==> config.mk <==
export PLATFORM = sky130hd
export DESIGN_NAME = screen_scanout_flat
export DESIGN_NICKNAME = d
export VERILOG_FILES = /design/src/rtl/screen_scanout_if.sv /design/src/rtl/screen_scanout.sv /design/src/flat_wrapper.sv
export SDC_FILE = /design/constraint.sdc
export NUM_CORES = 1
export LEC_CHECK = 0
export BUFFER_PORTS_ARGS = -buffer_cell sky130_fd_sc_hd__buf_4
export CAP_MARGIN = 20
export CORE_UTILIZATION = 45
export DETAILED_ROUTE_END_ITERATION = 10
export SYNTH_ARGS = -nofsm -noshare
export SYNTH_HDL_FRONTEND = slang
export SYNTH_SLANG_ARGS = --single-unit
==> constraint.sdc <==
create_clock -name clk -period 2.5 [get_ports clk]
set_input_delay 0.25 -clock clk [delete_from_list [all_inputs] [get_ports clk]]
set_output_delay 0.25 -clock clk [all_outputs]
set_load 0.005 [all_outputs]
==> src/rtl/screen_scanout_if.sv <==
// Synchronous read port from the VGA scanout into the 8K-word Hack screen memory.
interface screen_scanout_if;
    localparam int unsigned AW = 13;
    localparam int unsigned DW = 16;

    logic [AW-1:0] scr_addr;
    logic          scr_rd;
    logic [DW-1:0] scr_data;

    modport master (output scr_addr, output scr_rd, input scr_data);
    modport slave  (input scr_addr, input scr_rd, output scr_data);
endinterface

==> src/rtl/screen_scanout.sv <==
// 640x480@60 VGA scanout of the 512x256 Hack screen, centred with a black border.
// Sync, enable and pixel all leave the block two cycles after the raster counters.
module screen_scanout #(
    parameter int unsigned H_VIS  = 640,
    parameter int unsigned H_FP   = 16,
    parameter int unsigned H_SYNC = 96,
    parameter int unsigned H_BP   = 48,
    parameter int unsigned V_VIS  = 480,
    parameter int unsigned V_FP   = 10,
    parameter int unsigned V_SYNC = 2,
    parameter int unsigned V_BP   = 33,
    parameter int unsigned X0     = 64,
    parameter int unsigned Y0     = 112
) (
    input  logic             clk,
    input  logic             reset,
    screen_scanout_if.master scr,
    output logic             vga_hsync,
    output logic             vga_vsync,
    output logic             vga_de,
    output logic             vga_px,
    output logic             frame_start
);
    localparam int unsigned HW      = 10;
    localparam int unsigned VW      = 10;
    localparam int unsigned AW      = 13;
    localparam int unsigned DW      = 16;
    localparam int unsigned IMG_W   = 512;
    localparam int unsigned IMG_H   = 256;
    localparam int unsigned H_TOTAL = H_VIS + H_FP + H_SYNC + H_BP;
    localparam int unsigned V_TOTAL = V_VIS + V_FP + V_SYNC + V_BP;

    localparam logic [HW-1:0] H_MAX   = HW'(H_TOTAL - 1);
    localparam logic [HW-1:0] H_VIS_C = HW'(H_VIS);
    localparam logic [HW-1:0] HS_BEG  = HW'(H_VIS + H_FP);
    localparam logic [HW-1:0] HS_END  = HW'(H_VIS + H_FP + H_SYNC);
    localparam logic [HW-1:0] X_BEG   = HW'(X0);
    localparam logic [HW-1:0] X_END   = HW'(X0 + IMG_W);
    // Read for word k is issued one cycle early, so its request is decided two cycles early.
    localparam logic [HW-1:0] RD_BEG  = HW'(X0 - 2);
    localparam logic [HW-1:0] RD_END  = HW'(X0 + IMG_W - 18);
    localparam logic [VW-1:0] V_MAX   = VW'(V_TOTAL - 1);
    localparam logic [VW-1:0] V_VIS_C = VW'(V_VIS);
    localparam logic [VW-1:0] VS_BEG  = VW'(V_VIS + V_FP);
    localparam logic [VW-1:0] VS_END  = VW'(V_VIS + V_FP + V_SYNC);
    localparam logic [VW-1:0] Y_BEG   = VW'(Y0);
    localparam logic [VW-1:0] Y_END   = VW'(Y0 + IMG_H);

    logic [HW-1:0] hcnt;
    logic [VW-1:0] vcnt;
    logic          hs_q, vs_q, de_q, win_q, fs_q, rd_d;
    logic [DW-1:0] shreg;

    logic          vis_c, hs_c, vs_c, line_c, win_c, rd_c, fs_c;
    logic [8:0]    hx_c;
    logic [7:0]    yi_c;
    logic [AW-1:0] addr_c;

    // Raster counters
    always_ff @(posedge clk) begin
        if (reset) begin
            hcnt <= '0;
            vcnt <= '0;
        end else if (hcnt == H_MAX) begin
            hcnt <= '0;
            vcnt <= (vcnt == V_MAX) ? '0 : vcnt + VW'(1);
        end else begin
            hcnt <= hcnt + HW'(1);
        end
    end

    // Timing decode and fetch scheduling from the current counter position
    always_comb begin
        vis_c  = (hcnt < H_VIS_C) && (vcnt < V_VIS_C);
        hs_c   = !((hcnt >= HS_BEG) && (hcnt < HS_END));
        vs_c   = !((vcnt >= VS_BEG) && (vcnt < VS_END));
        line_c = (vcnt >= Y_BEG) && (vcnt < Y_END) && (vcnt < V_VIS_C);
        win_c  = line_c && vis_c && (hcnt >= X_BEG) && (hcnt < X_END);
        fs_c   = (hcnt == '0) && (vcnt == '0);
        hx_c   = 9'(hcnt - RD_BEG);
        yi_c   = 8'(vcnt - Y_BEG);
        rd_c   = line_c && (hcnt >= RD_BEG) && (hcnt <= RD_END) && (hx_c[3:0] == 4'd0);
        addr_c = {yi_c, hx_c[8:4]};
    end

    // Fetch, shift register and two-stage output pipeline
    always_ff @(posedge clk) begin
        if (reset) begin
            scr.scr_rd   <= 1'b0;
            scr.scr_addr <= '0;
            rd_d         <= 1'b0;
            shreg        <= '0;
            hs_q         <= 1'b1;
            vs_q         <= 1'b1;
            de_q         <= 1'b0;
            win_q        <= 1'b0;
            fs_q         <= 1'b0;
            vga_hsync    <= 1'b1;
            vga_vsync    <= 1'b1;
            vga_de       <= 1'b0;
            vga_px       <= 1'b0;
            frame_start  <= 1'b0;
        end else begin
            scr.scr_rd <= rd_c;
            if (rd_c) begin
                scr.scr_addr <= addr_c;
            end
            rd_d  <= scr.scr_rd;
            shreg <= rd_d ? scr.scr_data : {1'b0, shreg[DW-1:1]};
            hs_q  <= hs_c;
            vs_q  <= vs_c;
            de_q  <= vis_c;
            win_q <= win_c;
            fs_q  <= fs_c;
            vga_hsync   <= hs_q;
            vga_vsync   <= vs_q;
            vga_de      <= de_q;
            // Hack stores 1 as black; bit 0 is the leftmost pixel of the word
            vga_px      <= win_q & ~shreg[0];
            frame_start <= fs_q;
        end
    end
endmodule

==> src/flat_wrapper.sv <==
// flat-port wrapper written by rule: the top's interface ports become plain ports
module screen_scanout_flat 
#(
    parameter int unsigned H_VIS  = 640,
    parameter int unsigned H_FP   = 16,
    parameter int unsigned H_SYNC = 96,
    parameter int unsigned H_BP   = 48,
    parameter int unsigned V_VIS  = 480,
    parameter int unsigned V_FP   = 10,
    parameter int unsigned V_SYNC = 2,
    parameter int unsigned V_BP   = 33,
    parameter int unsigned X0     = 64,
    parameter int unsigned Y0     = 112
)
  (clk, reset, vga_hsync, vga_vsync, vga_de, vga_px, frame_start, scr_scr_addr, scr_scr_rd, scr_scr_data);
  screen_scanout_if scr_i ();
  input  logic clk;
  input  logic reset;
  output logic vga_hsync;
  output logic vga_vsync;
  output logic vga_de;
  output logic vga_px;
  output logic frame_start;
  output wire logic [$bits(scr_i.scr_addr)-1:0] scr_scr_addr;
  output wire logic [$bits(scr_i.scr_rd)-1:0] scr_scr_rd;
  input wire logic [$bits(scr_i.scr_data)-1:0] scr_scr_data;
  assign scr_scr_addr = scr_i.scr_addr;
  assign scr_scr_rd = scr_i.scr_rd;
  assign scr_i.scr_data = scr_scr_data;
  screen_scanout #(.H_VIS(H_VIS), .H_FP(H_FP), .H_SYNC(H_SYNC), .H_BP(H_BP), .V_VIS(V_VIS), .V_FP(V_FP), .V_SYNC(V_SYNC), .V_BP(V_BP), .X0(X0), .Y0(Y0)) u_core (.clk(clk), .reset(reset), .scr(scr_i), .vga_hsync(vga_hsync), .vga_vsync(vga_vsync), .vga_de(vga_de), .vga_px(vga_px), .frame_start(frame_start));
endmodule
==> metrics, run 1 <==
row cnt=28; Die Span Y=around 80 µm; Mapped Cells=roughly 300; # hold bufs at CTS=0; Power Dens Cells=between 600 and 700 nW/µm²; root buffer cell=clkbuf_8; slowest library cell on the worst path=o311a_1; antenna viol nets, final=0; Post-synth EDFFs=0; Worst-Margin Slew=865 ps; Startpoint Class=flop; leak pwr=about 1.2 nW; crit path max fanout=13; Die ar.=between 6000 and 7000 µm²; final setup fails=0; post-detailed-routing wire length=about 5300 µm; total track usage=0.182; Post-CTS Resized=0; postcts setup bufs=0; iteration count of the initial detailed-routing pass=5; WS Path Type=flop to flop; fraction of layout cells with a size suffix above 1=0.210; post-synth top area share=0.445; Synth-to-Final Area Change=17.5%; I/O pin count=37; CTS tree=done; filler instances=between 500 and 600; ys flop type=dfxtp_1; post-detail-place hpwl=approximately 3800 µm; largest cells by area after synthesis=dfxtp_1 44%, mux2i_1 5.5%, nor2_1 5.2%; flop-to-flop setup slack=approximately 310 ps; Cell variety after synth=43; Max-slew headroom=0.423; initial core utilization=0.466; Most common cell on crit path=a21oi_1; Fin Hold WS=between 100 and 150 ps; via/cell ratio=5.09; GP Congestion=roughly 0.9; Setup crit end kind=flop; DR DRC count=0; count of final hold-check violations=0; vias in the first global route=between 1500 and 2000; clk_skew=a little under 8 ps; Max Buffers Root-to-Sink=2; Max Cap Viol=0; Max H-tree Level=3; Reg2Reg Depth=6; grt total ovfl=0; antenna violations before repair=0; Synth Cell Area=roughly 2700 µm²; async set-reset flop share out of synthesis=0; Setup TNS Final=0 ps; sequential fraction of the synthesis area=0.445; RSZ-0062 raised after global routing=false; Arr. time, crit path=2440 ps; #FFs+latches synth=just over 60; most frequent cell after synthesis=dfxtp_1; I/O Buffers=36; post-synth top area cell=dfxtp_1; average size of a mapped cell=9.27 µm²; commonest cells in the netlist=61 x dfxtp_1, 38 x nor2_1, 17 x nand3_1; fmax=0.457 GHz; worst skew pair latency=roughly 340 ps; CP startpoint=u_core.vcnt[4]; Reg clk slew, reported paths=70 ps; Layout Nets=around 350; Routed WL per cell=~13 µm; worst-path cell chain=ha_1 -> a21o_1 -> a21oi_1 -> o311a_1 -> a21oi_1 -> a211oi_1; Net Count, Synth=324; Vias=around 2100; min cycle time layout=2190 ps; cts bufs inserted=9; reg-to-reg critical path endpoint=u_core.scr.scr_addr[0]; Die W=between 80 and 90 µm; First DRT Iteration DRCs=94; outcome=finished clean; first-pass GRT wire length=slightly below 9000 µm; critical path endpoint=u_core.scr.scr_addr[0]; Inst Count DP=~390; Max Slew Vio Count=0; CTS Sinks=61; Reg2Reg Launch Point=u_core.vcnt[4]; CP max stage delay=550 ps; pin count of the biggest net entering global routing=between 40 and 50; core box area=~6000 µm²; VDD IR-drop max=between 0.2 and 0.3 mV; Antenna Cells=0; Yosys warnings=0; Hold Path Class=input pin to flop; crit share post-route=0.875; CP required=2750 ps; Layout Cells excl Fill=between 400 and 500; Final Util=0.548
==> layout by cell type, fill, tap and decap left out, types with 2 or more instances in the layout <==
cell type  synthesis  layout
a211oi_1           6       6
a21oi_1           16      16
a21oi_2            2       2
a31oi_1            2       2
and2_1             2       2
and3_1             5       5
buf_4              0      36
bufinv_16          0       2
clkbuf_8           0       9
clkinv_4           0       2
dfxtp_1           61      61
ha_1              10      10
inv_1             10      10
mux2i_1           15      15
nand2_1           15      15
nand2b_1           2       2
nand3_1           17      17
nand4_1            5       5
nand4b_1           2       2
nor2_1            38      38
nor2b_1            3       3
nor3_1             7       7
nor3b_1            3       3
nor4_1             3       3
o21ai_0            9       9
o21ai_2            3       3
or2_2              3       3
xnor2_1           15      15
xor2_1             9       9
==> area by class of cell <==
cell class	count	area [µm²]	share of cell area
Multi-Input combinational cell	206	1380	0.428
Sequential cell	61	1220	0.378
Timing Repair Buffer	36	270	0.0838
Clock buffer	9	124	0.0384
Clock inverter	7	98.8	0.0306
Tap cell	75	93.8	0.0291
Inverter	10	37.5	0.0116
==> cells by family (layout without fill, tap and decap cells) <==
family / Yosys count / count (layout) / share of synthesized area
AND/OR/NAND/NOR: 114 / 114 / 0.219
flip-flops: 61 / 61 / 0.445
AO/OA/AOI/OAI: 43 / 43 / 0.107
buffers and inverters: 29 / 62 / 0.0520
XOR/XNOR: 24 / 24 / 0.0766
multiplexers: 15 / 15 / 0.0547
adder cells (fa/ha/maj): 10 / 10 / 0.0456
==> report_power, final <==
group          internal, mW  total (mW)  switching [mW]
Clock                 0.566       0.970           0.405
Combinational        0.0334      0.0738          0.0404
Sequential            0.980       0.987         0.00754
Total                  1.58        2.03           0.453
==> critical path: cells and delay by family, from the launching register on <==
kind            cells  cell delay (ps)
flops               1              380
fa+ha+maj           1              290
compound gates      5             1430
==> flip-flops by register name, summed over array words and instances, names as in the netlist, 10 cells and up <==
register and flops:
u_core.shreg 16, u_core.scr.scr_addr 13, u_core.hcnt 10, u_core.vcnt 10
==> worst min path at each step <==
stage               startpoint               to  slack [ps]  cells after the start
2_1_floorplan  u_core.shreg[0]    u_core.vga_px         370                      1
3_3_place_gp   u_core.shreg[0]    u_core.vga_px         380                      1
3_5_place_dp   u_core.shreg[0]    u_core.vga_px         380                      1
4_1_cts        scr_scr_data[4]  u_core.shreg[4]         130                      3
5_1_grt        scr_scr_data[4]  u_core.shreg[4]         140                      3
6_report       scr_scr_data[4]  u_core.shreg[4]         140                      3
==> layer usage <==
metal,track usage,vias to the layer above,share of wire
li1,-,1069,-
met1,0.251,930,0.52
met2,0.262,51,0.41
met3,0.0375,5,0.049
met4,0.102,0,0.016
met5,0,-,0
==> through the flow <==
step / worst slack (ps) / cell area [µm²] / power (mW)
final: 312 / 3230 / 2.03
after global routing: 80.1 / 3230 / 2.11
after CTS: 311 / 3230 / 2.05
after detailed placement: 328 / 3000 / 1.08
after global placement: 424 / 3000 / 1.08
after floorplan: 682 / 2750 / 1.05
(Power assumes the default switching activity.)
==> inputs of run 2 (changes only) <==
--- a/config.mk
+++ b/config.mk
@@ -7,8 +7,10 @@
 export LEC_CHECK = 0
 export BUFFER_PORTS_ARGS = -buffer_cell sky130_fd_sc_hd__buf_4
 export CAP_MARGIN = 20
+export CORE_MARGIN = 5
 export CORE_UTILIZATION = 45
 export DETAILED_ROUTE_END_ITERATION = 10
+export GPL_TIMING_DRIVEN = 0
 export SYNTH_ARGS = -nofsm -noshare
 export SYNTH_HDL_FRONTEND = slang
 export SYNTH_SLANG_ARGS = --single-unit
==> run 2 against run 1 <==
Combinational power rose by 4.5%. First-iteration DRC count shrank 14%. Worst setup slack gained 59 ps. Clock skew decreased by 3.1 ps. Non-clock buffer count increased by 18. Wire length up 7.6%. Critical endpoint is now u_core.scr.scr_addr[4].
==> metrics, run 2 (synthesis results as in run 1) <==
Inst Count DP=406 (was 388); clk_skew=4.68 ps (was 7.74 ps); grt total ovfl=0 (unchanged); Die W=88.1 µm (was 80.1 µm); total track usage=0.163 (was 0.182); Layout Nets=370 (was 352); post-detailed-routing wire length=5750 µm (was 5340 µm); Hold Crit Endpoint=u_core.shreg[14] (was u_core.shreg[4]); Routed WL per cell=13.6 µm (was 13.2 µm); Power Dens Cells=584 nW/µm² (was 630 nW/µm²); row cnt=28 (unchanged); Reg2Reg Launch Point=u_core.hcnt[2] (was u_core.vcnt[4]); min cycle time layout=2130 ps (was 2190 ps); leak pwr=1.27 nW (was 1.22 nW); initial core utilization=0.464 (was 0.466); Startpoint Class=flop (unchanged); Die ar.=7760 µm² (was 6420 µm²); Post-CTS Resized=0 (unchanged); pin count of the biggest net entering global routing=11 (was 43); Synth-to-Final Area Change=20.0% (was 17.5%); cts bufs inserted=9 (unchanged); CTS Sinks=61 (unchanged); reg-to-reg critical path endpoint=u_core.scr.scr_addr[4] (was u_core.scr.scr_addr[0]); CP max stage delay=430 ps (was 550 ps); # hold bufs at CTS=0 (unchanged); Max Cap Viol=0 (unchanged); fraction of layout cells with a size suffix above 1=0.219 (was 0.210); Total Power=1.92 mW (was 2.03 mW); Reg clk slew, reported paths=70 ps (about the same); First DRT Iteration DRCs=81 (was 94); WS Path Type=flop to flop (unchanged); first-pass GRT wire length=9700 µm (was 8780 µm); Post-Place Worst Slack=432 ps (was 328 ps); post-detail-place hpwl=4240 µm (was 3760 µm); I/O Buffers=35 (was 36); Worst-Margin Slew=644 ps (was 865 ps); final setup fails=0 (unchanged); core box area=5920 µm² (was 5890 µm²); crit path max fanout=10 (was 13); hold_sp=scr_scr_data[14] (was scr_scr_data[4]); Setup TNS Final=0 ps (unchanged); Hold Path Class=input pin to flop (unchanged); DR DRC count=0 (unchanged); largest registers=u_core.shreg (16), u_core.scr.scr_addr (13) (unchanged); Max H-tree Level=3 (unchanged); CP required=2750 ps (about the same); fmax=0.470 GHz (was 0.457 GHz); Vias=2129 (was 2055); Max Buffers Root-to-Sink=2 (unchanged); Die Span Y=88.1 µm (was 80.1 µm); iteration count of the initial detailed-routing pass=4 (was 5); crit share post-route=0.852 (was 0.875); worst-path cell chain=ha_1 -> nand2_1 -> nor3_1 -> o311a_1 -> buf_6 -> a21oi_2 -> a211oi_1 (was ha_1 -> a21o_1 -> a21oi_1 -> o311a_1 -> a21oi_1 -> a211oi_1); final setup margin=371 ps (was 312 ps); leading cell type in the layout, fill and taps excluded=dfxtp_1 (unchanged); Arr. time, crit path=2380 ps (was 2440 ps); via/cell ratio=5.05 (was 5.09); Setup crit end kind=flop (unchanged); I/O pin count=37 (unchanged); Antenna Cells=0 (unchanged); commonest non-fill, non-tap cells in the layout=61 x dfxtp_1, 38 x nor2_1, 35 x buf_4 (was 61 x dfxtp_1, 38 x nor2_1, 36 x buf_4); antenna viol nets, final=0 (unchanged); Layout Cells excl Fill=422 (was 404); Reg2Reg Depth=7 (was 6); count of final hold-check violations=0 (unchanged); GP Congestion=0.802 (was 0.893); vias in the first global route=2034 (was 1874); worst skew pair latency=340 ps (about the same); RSZ-0062 raised after global routing=false (unchanged); slowest library cell on the worst path=dfxtp_1 (was o311a_1); flop-to-flop setup slack=370 ps (was 310 ps); Max Slew Vio Count=0 (unchanged); filler instances=565 (unchanged); Max-slew headroom=0.571 (was 0.423); max reg flops=16 (unchanged); Fin Hold WS=142 ps (was 138 ps); outcome=finished clean (unchanged); CTS tree=done (unchanged); VDD IR-drop max=0.315 mV (was 0.294 mV); Top reg by flops=u_core.shreg (unchanged); Hold Path Stages=3 (unchanged); postcts setup bufs=0 (unchanged); antenna violations before repair=0 (unchanged); root buffer cell=clkbuf_8 (unchanged)
## run 2: changes by cell type in the layout (fill, tap and decap cells not counted), moves of 2 or more
cell | before | now
clkbuf_1 | 0 | 11
buf_2 | 0 | 6
buf_6 | 0 | 3
clkinv_4 | 2 | 0
## run 2: power breakdown
group,switching [mW],total (mW),internal (mW)
registers,0.00753,0.988,0.980
logic,0.0419,0.0771,0.0352
clock network,0.374,0.859,0.485
## run 2: worst max path at each step
stage	depth (start not counted)	slack, ps	end	from
3_5_place_dp	7	430	u_core.scr.scr_addr[4]	u_core.hcnt[2]
5_1_grt	7	140	u_core.scr.scr_addr[4]	u_core.hcnt[2]
4_1_cts	7	410	u_core.scr.scr_addr[4]	u_core.hcnt[2]
6_report	7	370	u_core.scr.scr_addr[4]	u_core.hcnt[2]
2_1_floorplan	7	680	u_core.scr.scr_addr[11]	u_core.vcnt[4]
3_3_place_gp	7	420	u_core.scr.scr_addr[4]	u_core.hcnt[2]
## run 2: cell type report
class	instances	area, µm²	share of cell area
buffer	19	105	0.0319
clock buffer	12	145	0.0441
clock inverter	4	47.5	0.0144
inverter	10	37.5	0.0114
multi-input combinational	206	1380	0.419
sequential	61	1220	0.371
tap	75	93.8	0.0285
timing repair buffer	35	263	0.0798
## run 2: per-layer routing
| layer | up-vias | part of all wire | track usage |
|---|---|---|---|
| li1 | 1099 | - | - |
| met1 | 969 | 0.50 | 0.223 |
| met2 | 50 | 0.43 | 0.243 |
| met3 | 11 | 0.058 | 0.0367 |
| met4 | 0 | 0.014 | 0.0742 |
| met5 | - | 0 | 0 |
## run 2: critical path, delay by kind of cell, from the launching register on
family	cells	cell delay [ps]
AO/OA/AOI/OAI	3	580
adder cells (fa/ha/maj)	1	350
buffers and inverters	1	170
flip-flops	1	430
AND/OR/NAND/NOR	2	520
## run 2: per-stage QoR
stage	instance area, µm²	util
5_1_grt	3290	0.556
2_1_floorplan	2750	-
3_5_place_dp	3100	0.524
3_3_place_gp	3100	0.524
4_1_cts	3290	0.556
6_report	3290	0.556
==> inputs of run 3 (changes only) <==
--- a/config.mk
+++ b/config.mk
@@ -5,8 +5,9 @@
 export SDC_FILE = /design/constraint.sdc
 export NUM_CORES = 1
 export LEC_CHECK = 0
-export BUFFER_PORTS_ARGS = -buffer_cell sky130_fd_sc_hd__buf_4
+export BUFFER_PORTS_ARGS = -buffer_cell sky130_fd_sc_hd__buf_2
 export CAP_MARGIN = 20
+export CORE_ASPECT_RATIO = 1.5
 export CORE_MARGIN = 5
 export CORE_UTILIZATION = 45
 export DETAILED_ROUTE_END_ITERATION = 10
==> run 3 against run 2 <==
Flip-flop and latch count did not move. Worst hold slack improved by 2.4 ps. First-iteration DRC count fell by 15%. Wire length rose by 0.94%. Global-route usage rose by 0.17 points. Final cell count fell by 0.24%. Register-to-register slack improved by 50 ps. Clock skew rose by 2.2 ps. Sequential share of layout area rose by 0.94 points. Worst setup slack improved by 47 ps. Critical path type unchanged. Critical endpoint unchanged. Largest cell class unchanged.
==> metrics, run 3 (synthesis results as in run 1) <==
outcome=finished clean (unchanged); CP max stage delay=420 ps (was 430 ps); root buffer cell=clkbuf_8 (unchanged); post-detail-place hpwl=4480 µm (was 4240 µm); global route hottest layer=met2 (unchanged); cts bufs inserted=9 (unchanged); I/O pin count=37 (unchanged); pin count of the biggest net entering global routing=12 (was 11); area occupied by multi-input gates=1380 µm² (unchanged); total track usage=0.164 (was 0.163); Vias=2152 (was 2129); Reg clk slew, reported paths=70 ps (about the same); Layout Nets=370 (unchanged); min cycle time layout=2080 ps (was 2130 ps); Post-CTS Resized=0 (unchanged); worst-path cell chain=ha_1 -> nand2_1 -> nor3_1 -> o311a_1 -> buf_6 -> a21oi_2 -> a211oi_1 (unchanged); Die ar.=7790 µm² (was 7760 µm²); postcts setup bufs=0 (unchanged); first-pass GRT wire length=9880 µm (was 9700 µm); count of final hold-check violations=0 (unchanged); Antenna Cells=0 (unchanged); row cnt=35 (was 28); Setup TNS Final=0 ps (unchanged); Max Cap Viol=0 (unchanged); Layout Cells excl Fill=421 (was 422); GP Congestion=0.802 (about the same); crit share post-route=0.833 (was 0.852); Reg2Reg Launch Point=u_core.hcnt[2] (unchanged); Top reg by flops=u_core.shreg (unchanged); CTS Sinks=61 (unchanged); Max Slew Vio Count=0 (unchanged); slowest library cell on the worst path=dfxtp_1 (unchanged); reg-to-reg critical path endpoint=u_core.scr.scr_addr[4] (unchanged); Worst-Margin Slew=648 ps (was 644 ps); CP top delay family=compound AO/OA/AOI/OAI gates (unchanged); Final Util=0.532 (was 0.556); largest registers=u_core.shreg (16), u_core.scr.scr_addr (13) (unchanged); Die W=73.8 µm (was 88.1 µm); Buf+Inv Stages, Crit Path=1 (unchanged); max reg flops=16 (unchanged); Routed WL per cell=13.8 µm (was 13.6 µm); # hold bufs at CTS=0 (unchanged); Hold Path Class=input pin to flop (unchanged); WS Path Type=flop to flop (unchanged); Fin Hold WS=144 ps (was 142 ps); Startpoint Class=flop (unchanged); filler instances=621 (was 565); antenna viol nets, final=0 (unchanged); iteration count of the initial detailed-routing pass=4 (unchanged); vias in the first global route=2172 (was 2034); RSZ-0062 raised after global routing=false (unchanged); Total Power=1.92 mW (about the same); met1 usage=0.170 (was 0.223); Inst Count DP=405 (was 406); grt total ovfl=0 (unchanged); initial core utilization=0.454 (was 0.464); post-detailed-routing wire length=5800 µm (was 5750 µm); crit path max fanout=10 (unchanged); Max Buffers Root-to-Sink=2 (unchanged); fmax=0.480 GHz (was 0.470 GHz); final setup margin=418 ps (was 371 ps); register area=1220 µm² (unchanged); worst skew pair latency=340 ps (about the same); VDD IR-drop max=0.375 mV (was 0.315 mV); met2 usage=0.302 (was 0.243); Power Dens Cells=597 nW/µm² (was 584 nW/µm²); flop-to-flop setup slack=420 ps (was 370 ps); Max H-tree Level=3 (unchanged); Max-slew headroom=0.568 (was 0.571); Synth-to-Final Area Change=17.0% (was 20.0%); Hold Path Stages=3 (unchanged); Die Span Y=106 µm (was 88.1 µm); fraction of layout cells with a size suffix above 1=0.225 (was 0.219); Post-Place Worst Slack=421 ps (was 432 ps); antenna violations before repair=0 (unchanged); final setup fails=0 (unchanged); hold_sp=scr_scr_data[2] (was scr_scr_data[14]); Arr. time, crit path=2340 ps (was 2380 ps); leading cell type in the layout, fill and taps excluded=dfxtp_1 (unchanged); DR DRC count=0 (unchanged); met3 GRT Util=0.0496 (was 0.0367); Reg2Reg Depth=7 (unchanged); First DRT Iteration DRCs=69 (was 81); Hold Crit Endpoint=u_core.shreg[2] (was u_core.shreg[14]); I/O Buffers=35 (unchanged); Setup crit end kind=flop (unchanged); clk_skew=6.85 ps (was 4.68 ps); leak pwr=1.25 nW (was 1.27 nW); CTS tree=done (unchanged); Area after DPL=3010 µm² (was 3100 µm²); commonest non-fill, non-tap cells in the layout=61 x dfxtp_1, 41 x buf_2, 38 x nor2_1 (was 61 x dfxtp_1, 38 x nor2_1, 35 x buf_4); CP startpoint=u_core.hcnt[2] (unchanged); CP required=2760 ps (was 2750 ps); via/cell ratio=5.11 (was 5.05); core box area=6040 µm² (was 5920 µm²); design area=3210 µm² (was 3290 µm²)
[run 3: cell count changes in the layout (fill, tap and decap cells not counted), sizes merged]
| cell | before | now |
|---|---|---|
| clkinvlp | 1 | 3 |
| clkbuf | 22 | 20 |
[run 3: layout make-up]
class | instances | area share
Clock buffer | 10 | 0.0428
Inverter | 10 | 0.0117
Clock inverter | 6 | 0.0195
Tap cell | 74 | 0.0288
Multi-Input combinational cell | 206 | 0.430
Timing Repair Buffer | 35 | 0.0545
Buffer | 19 | 0.0327
Sequential cell | 61 | 0.380
[run 3: metal layers]
metal / part of all wire / wire, µm / up-vias
met3: 0.054 / 314 / 9
met1: 0.40 / 2300 / 997
met4: 0.016 / 91 / 0
met5: 0 / 0 / -
met2: 0.53 / 3100 / 40
li1: - / - / 1106
[run 3: worst max path at each step]
stage / endpoint / slack (ps) / depth (start not counted)
final: u_core.scr.scr_addr[4] / 420 / 7
after global routing: u_core.scr.scr_addr[11] / 200 / 7
after CTS: u_core.scr.scr_addr[4] / 410 / 7
after detailed placement: u_core.scr.scr_addr[4] / 420 / 7
after global placement: u_core.vcnt[2] / 460 / 6
after floorplan: u_core.scr.scr_addr[11] / 680 / 7
[run 3: report_power, final]
part | leakage, nW | total [mW] | internal (mW) | switching [mW]
Sequential | 0.493 | 0.987 | 0.980 | 0.00706
Clock | 0.0943 | 0.862 | 0.483 | 0.380
Combinational | 0.661 | 0.0691 | 0.0275 | 0.0416
[run 3: tightest hold or removal path, cell delays in order]
cell	delay [ps]
buf_2	80
mux2i_1	50
nor2_1	70
